`src/rtl/data_read_axi_regwrite_if.sv`:
```
// AXI4-lite write-channel bundle (AW, W, B) for the data_read register block.
interface data_read_axi_regwrite_if;
  logic [31:0] S_AXI_AWADDR;
  logic        S_AXI_AWVALID;
  logic        S_AXI_AWREADY;
  logic [31:0] S_AXI_WDATA;
  logic [3:0]  S_AXI_WSTRB;
  logic        S_AXI_WVALID;
  logic        S_AXI_WREADY;
  logic [1:0]  S_AXI_BRESP;
  logic        S_AXI_BVALID;
  logic        S_AXI_BREADY;

  modport master (
    output S_AXI_AWADDR, S_AXI_AWVALID, S_AXI_WDATA, S_AXI_WSTRB, S_AXI_WVALID, S_AXI_BREADY,
    input  S_AXI_AWREADY, S_AXI_WREADY, S_AXI_BRESP, S_AXI_BVALID
  );

  modport slave (
    input  S_AXI_AWADDR, S_AXI_AWVALID, S_AXI_WDATA, S_AXI_WSTRB, S_AXI_WVALID, S_AXI_BREADY,
    output S_AXI_AWREADY, S_AXI_WREADY, S_AXI_BRESP, S_AXI_BVALID
  );
endinterface

```
`src/rtl/data_read_axi_regwrite.sv`:
```
// AXI4-lite write slave for the data_read control register bank.
// AW and W accepted in any order; OKAY/SLVERR per address; per-register
// write strobes and a self-clearing CR.START pulse.
// Optional macro DATA_READ_AXI_WSTRB_EN: when defined, WSTRB byte strobes are
// honoured; when undefined every valid write updates all four bytes.
module data_read_axi_regwrite #(
  parameter int unsigned NUM_REGS = 4,
  parameter int unsigned ADDR_W   = 8,
  parameter logic [31:0] RST_VAL  = 32'h0000_0000
) (
  input  logic                       S_AXI_ACLK,
  input  logic                       S_AXI_ARESET,
  data_read_axi_regwrite_if.slave    axi,
  output logic [32*NUM_REGS-1:0]     reg_q,
  output logic [NUM_REGS-1:0]        wr_pulse,
  output logic                       cr_start
);

  localparam int unsigned IDX_W = ADDR_W - 2;
  localparam int unsigned VEC_W = 32 * NUM_REGS;
  // CR.START never reads back as 1, even out of reset.
  localparam logic [VEC_W-1:0] RST_VEC = {NUM_REGS{RST_VAL}} & ~(VEC_W'(1));

  typedef enum logic [1:0] {IDLE, COMMIT, RESP} state_t;

  state_t      state;
  logic        aw_held, w_held;
  logic        awready_q, wready_q, bvalid_q;
  logic [1:0]  bresp_q;
  logic [31:0] aw_addr_q, wdata_q;
  logic [3:0]  wstrb_q;

  logic             aw_hs_c, w_hs_c, aw_got_c, w_got_c;
  logic [IDX_W-1:0] idx_c;
  logic             addr_err_c;
  logic [3:0]       strb_eff_c;
  logic             start_c;

  assign axi.S_AXI_AWREADY = awready_q;
  assign axi.S_AXI_WREADY  = wready_q;
  assign axi.S_AXI_BVALID  = bvalid_q;
  assign axi.S_AXI_BRESP   = bresp_q;

  // Handshake detection and address decode of the captured beat.
  always_comb begin
    aw_hs_c    = axi.S_AXI_AWVALID && awready_q;
    w_hs_c     = axi.S_AXI_WVALID && wready_q;
    aw_got_c   = aw_held || aw_hs_c;
    w_got_c    = w_held || w_hs_c;
    idx_c      = aw_addr_q[ADDR_W-1:2];
    addr_err_c = (aw_addr_q[1:0] != 2'b00) ||
                 ((aw_addr_q >> ADDR_W) != 32'd0) ||
                 (32'(idx_c) >= NUM_REGS);
`ifdef DATA_READ_AXI_WSTRB_EN
    strb_eff_c = wstrb_q;
`else
    // Strobes ignored: every byte lane is written.
    strb_eff_c = wstrb_q | 4'hF;
`endif
    start_c    = !addr_err_c && (idx_c == '0) && strb_eff_c[0] && wdata_q[0];
  end

  // Write FSM: capture AW/W, commit to the register bank, hold the response.
  always_ff @(posedge S_AXI_ACLK or posedge S_AXI_ARESET) begin
    if (S_AXI_ARESET) begin
      state     <= IDLE;
      reg_q     <= RST_VEC;
      wr_pulse  <= '0;
      cr_start  <= 1'b0;
      aw_held   <= 1'b0;
      w_held    <= 1'b0;
      awready_q <= 1'b0;
      wready_q  <= 1'b0;
      bvalid_q  <= 1'b0;
      bresp_q   <= 2'b00;
      aw_addr_q <= 32'd0;
      wdata_q   <= 32'd0;
      wstrb_q   <= 4'd0;
    end else begin
      wr_pulse <= '0;
      cr_start <= 1'b0;
      case (state)
        IDLE: begin
          if (aw_hs_c) begin
            aw_addr_q <= axi.S_AXI_AWADDR;
            aw_held   <= 1'b1;
          end
          if (w_hs_c) begin
            wdata_q <= axi.S_AXI_WDATA;
            wstrb_q <= axi.S_AXI_WSTRB;
            w_held  <= 1'b1;
          end
          if (aw_got_c && w_got_c) begin
            state     <= COMMIT;
            awready_q <= 1'b0;
            wready_q  <= 1'b0;
          end else begin
            awready_q <= !aw_got_c;
            wready_q  <= !w_got_c;
          end
        end
        COMMIT: begin
          aw_held  <= 1'b0;
          w_held   <= 1'b0;
          bvalid_q <= 1'b1;
          state    <= RESP;
          if (addr_err_c) begin
            bresp_q <= 2'b10;
          end else begin
            bresp_q  <= 2'b00;
            cr_start <= start_c;
            for (int i = 0; i < int'(NUM_REGS); i++) begin
              if (idx_c == IDX_W'(i)) begin
                wr_pulse[i] <= 1'b1;
                for (int b = 0; b < 4; b++) begin
                  if (strb_eff_c[b]) reg_q[32*i+8*b +: 8] <= wdata_q[8*b +: 8];
                end
                if (i == 0) reg_q[0] <= 1'b0;
              end
            end
          end
        end
        RESP: begin
          if (axi.S_AXI_BREADY) begin
            bvalid_q  <= 1'b0;
            bresp_q   <= 2'b00;
            state     <= IDLE;
            awready_q <= 1'b1;
            wready_q  <= 1'b1;
          end
        end
        default: state <= IDLE;
      endcase
    end
  end

endmodule

```
`src/flat_wrapper.sv`:
```
// flat-port wrapper written by rule: the top's interface ports become plain ports
module data_read_axi_regwrite_flat 
#(
  parameter int unsigned NUM_REGS = 4,
  parameter int unsigned ADDR_W   = 8,
  parameter logic [31:0] RST_VAL  = 32'h0000_0000
)
  (S_AXI_ACLK, S_AXI_ARESET, reg_q, wr_pulse, cr_start, axi_S_AXI_AWADDR, axi_S_AXI_AWVALID, axi_S_AXI_WDATA, axi_S_AXI_WSTRB, axi_S_AXI_WVALID, axi_S_AXI_BREADY, axi_S_AXI_AWREADY, axi_S_AXI_WREADY, axi_S_AXI_BRESP, axi_S_AXI_BVALID);
  data_read_axi_regwrite_if axi_i ();
  input  logic S_AXI_ACLK;
  input  logic S_AXI_ARESET;
  output logic [32*NUM_REGS-1:0] reg_q;
  output logic [NUM_REGS-1:0] wr_pulse;
  output logic cr_start;
  input wire logic [$bits(axi_i.S_AXI_AWADDR)-1:0] axi_S_AXI_AWADDR;
  input wire logic [$bits(axi_i.S_AXI_AWVALID)-1:0] axi_S_AXI_AWVALID;
  input wire logic [$bits(axi_i.S_AXI_WDATA)-1:0] axi_S_AXI_WDATA;
  input wire logic [$bits(axi_i.S_AXI_WSTRB)-1:0] axi_S_AXI_WSTRB;
  input wire logic [$bits(axi_i.S_AXI_WVALID)-1:0] axi_S_AXI_WVALID;
  input wire logic [$bits(axi_i.S_AXI_BREADY)-1:0] axi_S_AXI_BREADY;
  output wire logic [$bits(axi_i.S_AXI_AWREADY)-1:0] axi_S_AXI_AWREADY;
  output wire logic [$bits(axi_i.S_AXI_WREADY)-1:0] axi_S_AXI_WREADY;
  output wire logic [$bits(axi_i.S_AXI_BRESP)-1:0] axi_S_AXI_BRESP;
  output wire logic [$bits(axi_i.S_AXI_BVALID)-1:0] axi_S_AXI_BVALID;
  assign axi_i.S_AXI_AWADDR = axi_S_AXI_AWADDR;
  assign axi_i.S_AXI_AWVALID = axi_S_AXI_AWVALID;
  assign axi_i.S_AXI_WDATA = axi_S_AXI_WDATA;
  assign axi_i.S_AXI_WSTRB = axi_S_AXI_WSTRB;
  assign axi_i.S_AXI_WVALID = axi_S_AXI_WVALID;
  assign axi_i.S_AXI_BREADY = axi_S_AXI_BREADY;
  assign axi_S_AXI_AWREADY = axi_i.S_AXI_AWREADY;
  assign axi_S_AXI_WREADY = axi_i.S_AXI_WREADY;
  assign axi_S_AXI_BRESP = axi_i.S_AXI_BRESP;
  assign axi_S_AXI_BVALID = axi_i.S_AXI_BVALID;
  data_read_axi_regwrite #(.NUM_REGS(NUM_REGS), .ADDR_W(ADDR_W), .RST_VAL(RST_VAL)) u_core (.S_AXI_ACLK(S_AXI_ACLK), .S_AXI_ARESET(S_AXI_ARESET), .axi(axi_i), .reg_q(reg_q), .wr_pulse(wr_pulse), .cr_start(cr_start));
endmodule
```
`config.mk`:
```
export PLATFORM = sky130hd
export DESIGN_NAME = data_read_axi_regwrite_flat
export DESIGN_NICKNAME = d
export VERILOG_FILES = /design/src/rtl/data_read_axi_regwrite_if.sv /design/src/rtl/data_read_axi_regwrite.sv /design/src/flat_wrapper.sv
export SDC_FILE = /design/constraint.sdc
export NUM_CORES = 1
export LEC_CHECK = 0
export ABC_AREA = 1
export CAP_MARGIN = 20
export CORE_ASPECT_RATIO = 1.75
export CORE_MARGIN = 2
export CORE_UTILIZATION = 27
export DETAILED_ROUTE_END_ITERATION = 10
export SYNTH_ARGS = -nofsm -noshare
export SYNTH_HDL_FRONTEND = slang
export SYNTH_SLANG_ARGS = --single-unit
```
`constraint.sdc`:
```
create_clock -name S_AXI_ACLK -period 12.75 [get_ports S_AXI_ACLK]
set_input_delay 3.1875 -clock S_AXI_ACLK [delete_from_list [all_inputs] [get_ports S_AXI_ACLK]]
set_output_delay 3.1875 -clock S_AXI_ACLK [all_outputs]
set_load 0.01 [all_outputs]
```
==> flow_summary.toml <==
[outcome]
status = "completed"

[logic_synthesis]
synth_top_family_by_area = "simple AND/OR/NAND/NOR gates"
ys_ff_latch = 204
synthSimpleGateAreaFrac = 0.238
synth-compound-area-share = 0.0127
yosysTopAreaCell = "dfrtp_1"
synth_top_area_frac = 0.632
yosysMostFrequentCell = "nand2_1"
ys_top_cells_by_area = "dfrtp_1 63%, nand2_1 13%, nand3_1 8.0%"
ys_types = 17
synth.area.mux_share = 0.0711
synthTopCellsByCount = "281 x nand2_1, 204 x dfrtp_1, 129 x nand3_1, 51 x mux2_2, 43 x nor2_1"
synth-xor-area-share = 0
syn-mean-instance-area_um2 = 9.98
synth_ff_type = "dfrtp_1"
yosysSeqAreaShare = 0.632
yosysWarningCount = 0
synth_edf_count = 0
syn_area_um2 = 8080
synth_cells = 809
synth_fa_ha_area_frac = 0
async_flop_share = 1.00

[min_path]
hold_class = "flip-flop to flip-flop"

[sta]
fin_crit_ns = 4.66
tightestPinTransition_ns = 1.07
rsz0062_at_grt = "no"
clock_skew_ns = 0.00836
finalSetupViolCount = 0
period_share = 0.366
fmaxAchievable_ghz = 0.215
drv_slew = 0
hold_slack_ns = 0.467
hold_viol = 0
relSlewSlack = 0.287
tns_ns = 0
setup_ws_ns = 8.09

[setup_path]
crit_family = "buffers and inverters"
slowest_stage = "clkdlybuf4s50_1"
cpPeakStageDelay_ns = 0.62
critical_path_required_ns = 9.56
start_kind = "flip-flop"
worstPathMaxFanout = 2
crit_buf_inv = 1
endpoint_kind = "primary output"
crit_chain = "clkdlybuf4s50_1"
worstSetupPathType = "flip-flop to primary output"
critPathArrivalTime_ns = 1.47

[pwr]
p_leak_nw = 5.44
p_int_mw = 1.32
vdd.ir_drop.worst_mv = 0.101
p_seq_frac = 0.459
clockPowerShare = 0.347
sw_frac_of_total = 0.304
power_frac_comb = 0.194
powerDensity_nw_per_um2 = 170
switchingPower_mw = 0.579

[floorplanning]
start_util = 0.275
die_h_um = 233
ioPinCount = 211
rows = 83
dieWidth_um = 135
core_area_um2 = 29400
dieArea_um2 = 31400

[global_routing]
grt_usage = 0.157
grt_max_degree = 116
overflow = 0
antenna_found_initial = 2
grt_first_pass_wirelength_mm = 37.5
first_global_vias = 6361

[placement]
dp_worst_setup_slack_ns = 7.66
post-dp-hpwl_mm = 15.4
portBuffers = 204
gp_congestion = 0.769
dp_cells = 1353
placedInstanceArea_um2 = 10400

[drt]
drc = 0
drt_first_pass_iters = 4
routed_wl_mm = 24.4
postRouteAntennaNets = 0
drt_iter0_markers = 274
vias = 6232
wl_per_cell_um = 17.5
vias_per_cell = 4.47

[clocking]
postCtsHoldBufs = 0
numCtsBuffers = 21
clk_pin_slew_ns = 0.06
cts_tree = "yes"
cts_max_path_buffers = 3
cts.repair.resized = 0
htree_levels = 1
postCtsSetupBuffers = 0
clock_latency_ns = 0.50
clock_sinks = 204
cts-root-buf = "clkbuf_16"

[finish]
final_nets = 1071
layoutNonFillerInstCount = 1394
synthToLayoutAreaGrowth_pct = 38.8
fillers = 2956
final_layout_size_suffix_gt1_frac = 0.101
final_area_um2 = 11200

[job]
cap_violations = 0
## worst min-delay path: cells and delay by family (launching register included)
| family | cells | cell delay (ns) |
|---|---|---|
| AND/OR/NAND/NOR | 2 | 0.10 |
| flip-flops | 1 | 0.34 |
## cells by family after synthesis
logic type | count (synthesis)
AND/OR/NAND/NOR | 460
AO/OA/AOI/OAI | 20
multiplexers | 51
other | 1
buffers and inverters | 73
flip-flops | 204
## power by group through the flow
| stage | combinational (mW) | sequential, mW | clock (mW) |
|---|---|---|---|
| 2_1_floorplan | 0.245 | 0.850 | 0 |
| 3_3_place_gp | 0.354 | 0.880 | 0 |
| 3_5_place_dp | 0.362 | 0.885 | 0 |
| 4_1_cts | 0.363 | 0.872 | 0.679 |
| 5_1_grt | 0.407 | 0.890 | 0.705 |
| 6_report | 0.369 | 0.874 | 0.660 |
## worst paths after layout
| check | slack [ns] | from | end | cells past startpoint |
|---|---|---|---|---|
| min in group asynchronous | 3.17 | S_AXI_ARESET | u_core.axi.S_AXI_AWREADY | 2 |
| min reg2reg | 0.47 | u_core.reg_q[19] | u_core.reg_q[19] | 2 |
| min | 0.47 | u_core.reg_q[19] | u_core.reg_q[19] | 2 |
| max in group asynchronous | 8.28 | S_AXI_ARESET | u_core.reg_q[44] | 3 |
| max reg2reg | 10.03 | u_core.aw_addr_q[2] | u_core.reg_q[24] | 4 |
| max | 8.09 | u_core.reg_q[82] | reg_q[82] | 1 |
## placed cells by master (no fill, tap or decap)
cell             count
nand3_2              4
nand3_1            129
buf_4                4
nand2_2              2
buf_16               2
inv_1               25
o21ai_0              5
mux2_2              51
nor2_4               4
clkbuf_1             4
diode_2              2
dfrtp_1            204
nor2_1              39
inv_8                1
conb_1               2
clkinv_2             2
bufinv_16            4
buf_12               2
nor2_2               1
a22oi_1              1
a21oi_1             14
nand2_1            281
clkbuf_8             3
inv_6                1
clkdlybuf4s50_1    204
clkbuf_16           21
## sequential cells by signal, summed over array words and instances, names as in the netlist
name	cells
u_core.reg_q	127
u_core.aw_addr_q	32
u_core.wdata_q	32
u_core.wr_pulse	4
u_core.state	2
u_core.aw_held	1
u_core.axi.S_AXI_AWREADY	1
u_core.axi.S_AXI_BRESP	1
u_core.axi.S_AXI_BVALID	1
u_core.axi.S_AXI_WREADY	1
u_core.cr_start	1
u_core.w_held	1
## layout make-up
type,count,area [µm²],area share
Tap cell,382,478,0.0426
Multi-Input combinational cell,533,2640,0.235
Clock inverter,7,139,0.0124
Sequential cell,204,5100,0.455
Antenna cell,2,5.00,0.000446
Inverter,26,105,0.00937
Timing Repair Buffer,212,2170,0.193
Clock buffer,28,582,0.0519
## per-stage QoR
| step | util | total power [mW] |
|---|---|---|
| final | 0.382 | 1.90 |
| after detailed placement | 0.354 | 1.25 |
| after global routing | 0.382 | 2.00 |
| after global placement | 0.354 | 1.23 |
| after floorplan | - | 1.10 |
| after CTS | 0.378 | 1.91 |
## per-layer routing
layer | vias up | GRT usage | wire (µm)
li1 | 2975 | - | -
met5 | - | 0 | 0
met4 | 0 | 0.0674 | 832
met3 | 36 | 0.0196 | 907
met1 | 3066 | 0.177 | 9430
met2 | 155 | 0.293 | 13300
Note: power is estimated with default switching activity, not from simulation.
==> patch 1, RTL diff (same settings) <==
`NUM_REGS` is set to 4 in 2 places; all go to 8.
--- a/src/rtl/data_read_axi_regwrite.sv
+++ b/src/rtl/data_read_axi_regwrite.sv
@@ -4,7 +4,7 @@
 // Optional macro DATA_READ_AXI_WSTRB_EN: when defined, WSTRB byte strobes are
 // honoured; when undefined every valid write updates all four bytes.
 module data_read_axi_regwrite #(
-  parameter int unsigned NUM_REGS = 4,
+  parameter int unsigned NUM_REGS = 8,
   parameter int unsigned ADDR_W   = 8,
   parameter logic [31:0] RST_VAL  = 32'h0000_0000
 ) (
--- a/src/flat_wrapper.sv
+++ b/src/flat_wrapper.sv
@@ -1,7 +1,7 @@
 // flat-port wrapper written by rule: the top's interface ports become plain ports
 module data_read_axi_regwrite_flat 
 #(
-  parameter int unsigned NUM_REGS = 4,
+  parameter int unsigned NUM_REGS = 8,
   parameter int unsigned ADDR_W   = 8,
   parameter logic [31:0] RST_VAL  = 32'h0000_0000
 )
Ports: changed (resized reg_q and wr_pulse); port bits go from 211 to 343. The function was not compared with the original's and may differ.
==> patch 1 against the original RTL <==
- area after synthesis up 63%
- critical path type is now primary input to async pin
- cell area up 64%
- highest routed layer unchanged
- sequential cell count up 132
- wire length up 97%
- worst setup slack worse by 0.71 ns
- clock power up 65%
- clock skew up 0.0075 ns
- power up 50%
- die area up 62%
- count of clock-buffer cells in the layout up 20
- largest cell class unchanged
- largest power group unchanged
- fmax down 13%
- sequential share of layout area up 0.20 points
==> patch 1: results (changes against the original RTL) <==
| Metric | Value |
|---|---|
| Placer Congestion | 0.7913 (+2.9%) |
| Synth area leaders | dfrtp_1 64%, nand2_1 15%, nand3_1 9.8%, mux2_2 5.1%, clkbuf_1 2.2% |
| Post-DP Area | 17090 um2 (+64%) |
| Final HPWL DP | 31.91 mm (+110%) |
| Post-synth cell types | 18 (+1) |
| Fin Clk Skew | 0.01589 ns (+0.007526 ns) |
| Pin count of the biggest net entering global routing | 171 (+47%) |
| CTS HTree Levels | 2 (+1) |
| Commonest cells post-synth | 544 x nand2_1, 336 x dfrtp_1, 258 x nand3_1, 79 x clkbuf_1, 60 x mux2_2 |
| LEAKAGE | 9.037 nW (+66%) |
| Global-route wire length before repair | 70.10 mm (+87%) |
| Total GRT Usage | 0.1873 (+0.03010) |
| TritonCTS Buffers | 35 (+67%) |
| Synthesis-to-layout area growth | 39.43% |
| Top Family by Delay on Critical Path | buffers and inverters |
| DR WL/cell | 20.57 um (+17%) |
| Sequential fraction of the synthesis area | 0.6375 (+0.005480) |
| Clock latency on the worst-skew pair | 0.52 ns (+0.02 ns) |
| CP max stage delay | 0.86 ns (+0.24 ns) |
| Vias per cell | 4.637 (+3.7%) |
| Share of cells above drive strength 1 | 0.09004 (-0.01095) |
| Number of global-route vias before repair | 10930 (+72%) |
| Initial antenna violation count | 3 (+1) |
| Fill cells | 4936 (+67%) |
| CP max FO | 106 (+104) |
| CP arrival | 6.03 ns (+4.56 ns) |
| Status | finished, final reports clean |
| Worst Tran Pin Value | 1.083 ns (+0.01684 ns) |
| TNS Setup | 0 ns (unchanged) |
| Final nets | 1728 (+61%) |
| DR iter-0 viols | 809 (+200%) |
| Top flop regs | u_core.reg_q (255), u_core.aw_addr_q (32), u_core.wdata_q (32) |
| VDD IR max | 0.09205 mV (-9.1%) |
| Critical Path Slowest Stage Cell | buf_4 |
| Pre-Repair DR Iteration Count | 5 (+1) |
-- patch 1: through the flow --
stage                     cells  setup slack, ns
final                      2334            7.377
after detailed placement   2269            6.357
after global placement     2268            6.439
after CTS                  2328            6.915
after floorplan            1384           0.2526
after global routing       2334            7.003
-- patch 1: layer usage --
layer  part of all wire  GRT usage  vias up
met2               0.52     0.3305      391
met5                  0          0        -
met4              0.067     0.1139        0
li1                   -          -     4959
met1               0.37     0.2112     5353
met3              0.049    0.02874      119
-- patch 1: final timing paths --
check | startpoint | endpoint | slack (ns) | cells after the start
setup / recovery | S_AXI_ARESET | u_core.reg_q[155] | 7.38 | 5
hold / removal | u_core.reg_q[248] | u_core.reg_q[248] | 0.47 | 2
setup reg to reg | u_core.state[1] | u_core.reg_q[207] | 8.90 | 10
hold reg to reg | u_core.reg_q[248] | u_core.reg_q[248] | 0.47 | 2
max in group S_AXI_ACLK | u_core.reg_q[251] | reg_q[251] | 8.06 | 1
min in group asynchronous | S_AXI_ARESET | u_core.reg_q[12] | 3.17 | 2
-- patch 1: kinds of logic (layout without fill, tap and decap cells) --
kind of cell / count (synthesis) / after routing / share of synthesized area
flops: 336 / 336 / 0.6374
compound gates: 9 / 9 / 0.003604
other cells: 1 / 5 / 0.0002843
buf+inv: 135 / 428 / 0.04278
simple gates: 842 / 842 / 0.2647
mux: 60 / 60 / 0.05122
-- patch 1: report_power, final --
| group | switching (W) | internal [W] | total (W) |
|---|---|---|---|
| Sequential | 0.000244 | 0.00118 | 0.00142 |
| Combinational | 0.000180 | 0.000166 | 0.000346 |
| Clock | 0.000431 | 0.000656 | 0.00109 |
-- patch 1: area by class of cell --
class                           count  area, um2  area share
Sequential cell                   336       8408      0.4572
Timing Repair Buffer              351       3553      0.1932
Antenna cell                        3      7.507   0.0004082
Tap cell                          654      818.3     0.04449
Clock buffer                       48       1047     0.05694
Inverter                           18      75.07    0.004082
Clock inverter                     11      172.7    0.009388
Multi-Input combinational cell    913       4309      0.2343
-- patch 1: worst register-to-register path: cells and delay by family, from the launching register on --
family	cells	cell delay (ns)
simple gates	8	1.96
buf+inv	2	1.37
flops	1	0.44
==> patch 2, RTL diff (same settings) <==
Without the edit above. Re-encode `state_t` (3 states) as one-hot, 3 bits wide.
--- a/src/rtl/data_read_axi_regwrite.sv
+++ b/src/rtl/data_read_axi_regwrite.sv
@@ -21,7 +21,7 @@
   // CR.START never reads back as 1, even out of reset.
   localparam logic [VEC_W-1:0] RST_VEC = {NUM_REGS{RST_VAL}} & ~(VEC_W'(1));
 
-  typedef enum logic [1:0] {IDLE, COMMIT, RESP} state_t;
+  typedef enum logic [2:0] {IDLE = 3'b001, COMMIT = 3'b010, RESP = 3'b100} state_t;
 
   state_t      state;
   logic        aw_held, w_held;
Check against the original RTL: no difference found for any inputs over 4 cycles, from zero or initial values and one cycle with S_AXI_ARESET high; so few cycles prove little.
==> patch 2 against the original RTL <==
- wire length increased by 4.1%
- sequential share of layout area increased by 0.057 points
- cell area increased by 0.39%
- sequential cell count increased by 1
- cell count decreased by 1.4%
- power decreased by 3.3%
- worst setup slack got worse by 0.017 ns
- area after synthesis increased by 2.0%
- critical path type unchanged
- critical endpoint is now axi_S_AXI_WREADY
- largest cell class unchanged
==> patch 2: results (changes against the original RTL) <==
| Metric | Value |
|---|---|
| CP max FO | 3 (+1) |
| Worst-path clk slew | 0.07 ns |
| Total GRT Usage | 0.1603 (+0.003084) |
| Max FFs per register | 127 (unchanged) |
| Fin Clk Skew | 0.02343 ns (+0.01507 ns) |
| CTS Buffer Depth | 3 (unchanged) |
| Mux cell area share after synthesis | 0.08341 (+0.01231) |
| VDD IR max | 0.1028 mV (+1.5%) |
| Vias | 6433 (+3.2%) |
| Number of global-route vias before repair | 6654 (+4.6%) |
| Post-synthesis adder-cell area fraction | 0 (unchanged) |
| DR iter-0 viols | 403 (+47%) |
| Top Family by Delay on Critical Path | buffers and inverters |
| Final nets | 1045 (-2.4%) |
| Initial antenna violation count | 2 (unchanged) |
| Share of cells above drive strength 1 | 0.1197 (+0.01869) |
| Hold WC Path Type | register to register |
| Synth area leaders | dfrtp_1 62%, nand2_1 12%, nand4_1 9.8%, mux2_2 8.3%, buf_2 1.9% |
| Pin count of the biggest net entering global routing | 104 (-10%) |
| Clock latency on the worst-skew pair | 0.52 ns (+0.02 ns) |
| R2R setup slack | 8.90 ns (-1.13 ns) |
| CTS HTree Levels | 1 (unchanged) |
| CTS root buf | clkbuf_16 |
| Compound-Gate Fraction of Synth Area | 0.007141 (-0.005561) |
| Sequential fraction of the synthesis area | 0.6231 (-0.008907) |
| DR WL/cell | 18.50 um (+5.6%) |
| Top flop regs | u_core.reg_q (127), u_core.aw_addr_q (32), u_core.wdata_q (32) |
| Post-CTS resize count | 0 (unchanged) |
| Post-CTS Repair Setup Buffers | 0 (unchanged) |
| Pre-Repair DR Iteration Count | 4 (unchanged) |
| LEAKAGE | 5.365 nW (-1.4%) |
| Fill cells | 3096 (+4.7%) |
| Async set-or-reset flop fraction in the synthesized netlist | 1.000 (unchanged) |
| Status | finished, final reports clean |
| PortBufs | 204 (unchanged) |
| Synth Area in XOR/XNOR | 0 (unchanged) |
| Commonest cells post-synth | 269 x nand2_1, 204 x dfrtp_1, 129 x nand4_1, 61 x mux2_2, 31 x buf_2 |
| Post-synth cell types | 20 (+3) |
| Slew margin rel. | 0.2843 (-0.002596) |
| Synth Warn # | 0 (unchanged) |
| CP max stage delay | 0.56 ns (-0.06 ns) |
| Final HPWL DP | 16.38 mm (+6.2%) |
| TritonCTS Buffers | 21 (unchanged) |
| Critical Path Slowest Stage Cell | clkdlybuf4s50_1 |
| Global-route wire length before repair | 39.29 mm (+4.8%) |
| Placer Congestion | 0.7800 (+1.4%) |
## patch 2: layer usage
metal	global-route usage	routed length [um]
met5	0	0
met4	0.07544	940
met3	0.02567	1199
met2	0.2867	13740
met1	0.1828	9564
## patch 2: worst min-delay path, delay by kind of cell (launching register included)
family | cells | cell delay, ns
simple gates | 2 | 0.09
flops | 1 | 0.34
## patch 2: power breakdown
group	internal [W]	switching (W)	total [W]
Sequential	0.000770	0.000117	0.000887
Clock	0.000334	0.000263	0.000597
Combinational	0.000162	0.000195	0.000357
Total	0.00127	0.000575	0.00184
## patch 2: through the flow
stage | hold WS [ns] | instance area, um2 | setup slack (ns) | std cells
6_report | 0.4687 | 11260 | 8.073 | 1375
5_1_grt | 0.4857 | 11260 | 8.027 | 1375
2_1_floorplan | 0.4800 | 8239 | 3.968 | 797
3_5_place_dp | 0.4572 | 10600 | 7.633 | 1336
4_1_cts | 0.4730 | 11250 | 8.037 | 1373
3_3_place_gp | 0.4547 | 10600 | 7.648 | 1336
## patch 2: cell type report
type	count	area [um2]	area share
Sequential cell	205	5131	0.4557
Multi-Input combinational cell	511	2794	0.2481
Clock buffer	30	609.3	0.05412
Timing Repair Buffer	212	2102	0.1867
Antenna cell	2	5.005	0.0004445
Clock inverter	7	47.55	0.004223
Inverter	21	86.33	0.007668
Tap cell	387	484.2	0.04300
## patch 2: worst paths after layout
path                                    startpoint                   end  cells after the start
min in group asynchronous             S_AXI_ARESET  u_core.aw_addr_q[30]                      2
hold / removal                    u_core.reg_q[14]      u_core.reg_q[14]                      2
setup / recovery           u_core.axi.S_AXI_WREADY      axi_S_AXI_WREADY                      1
max in group asynchronous             S_AXI_ARESET      u_core.reg_q[53]                      3
hold reg to reg                   u_core.reg_q[14]      u_core.reg_q[14]                      2
setup reg to reg              u_core.aw_addr_q[14]      u_core.reg_q[68]                      9
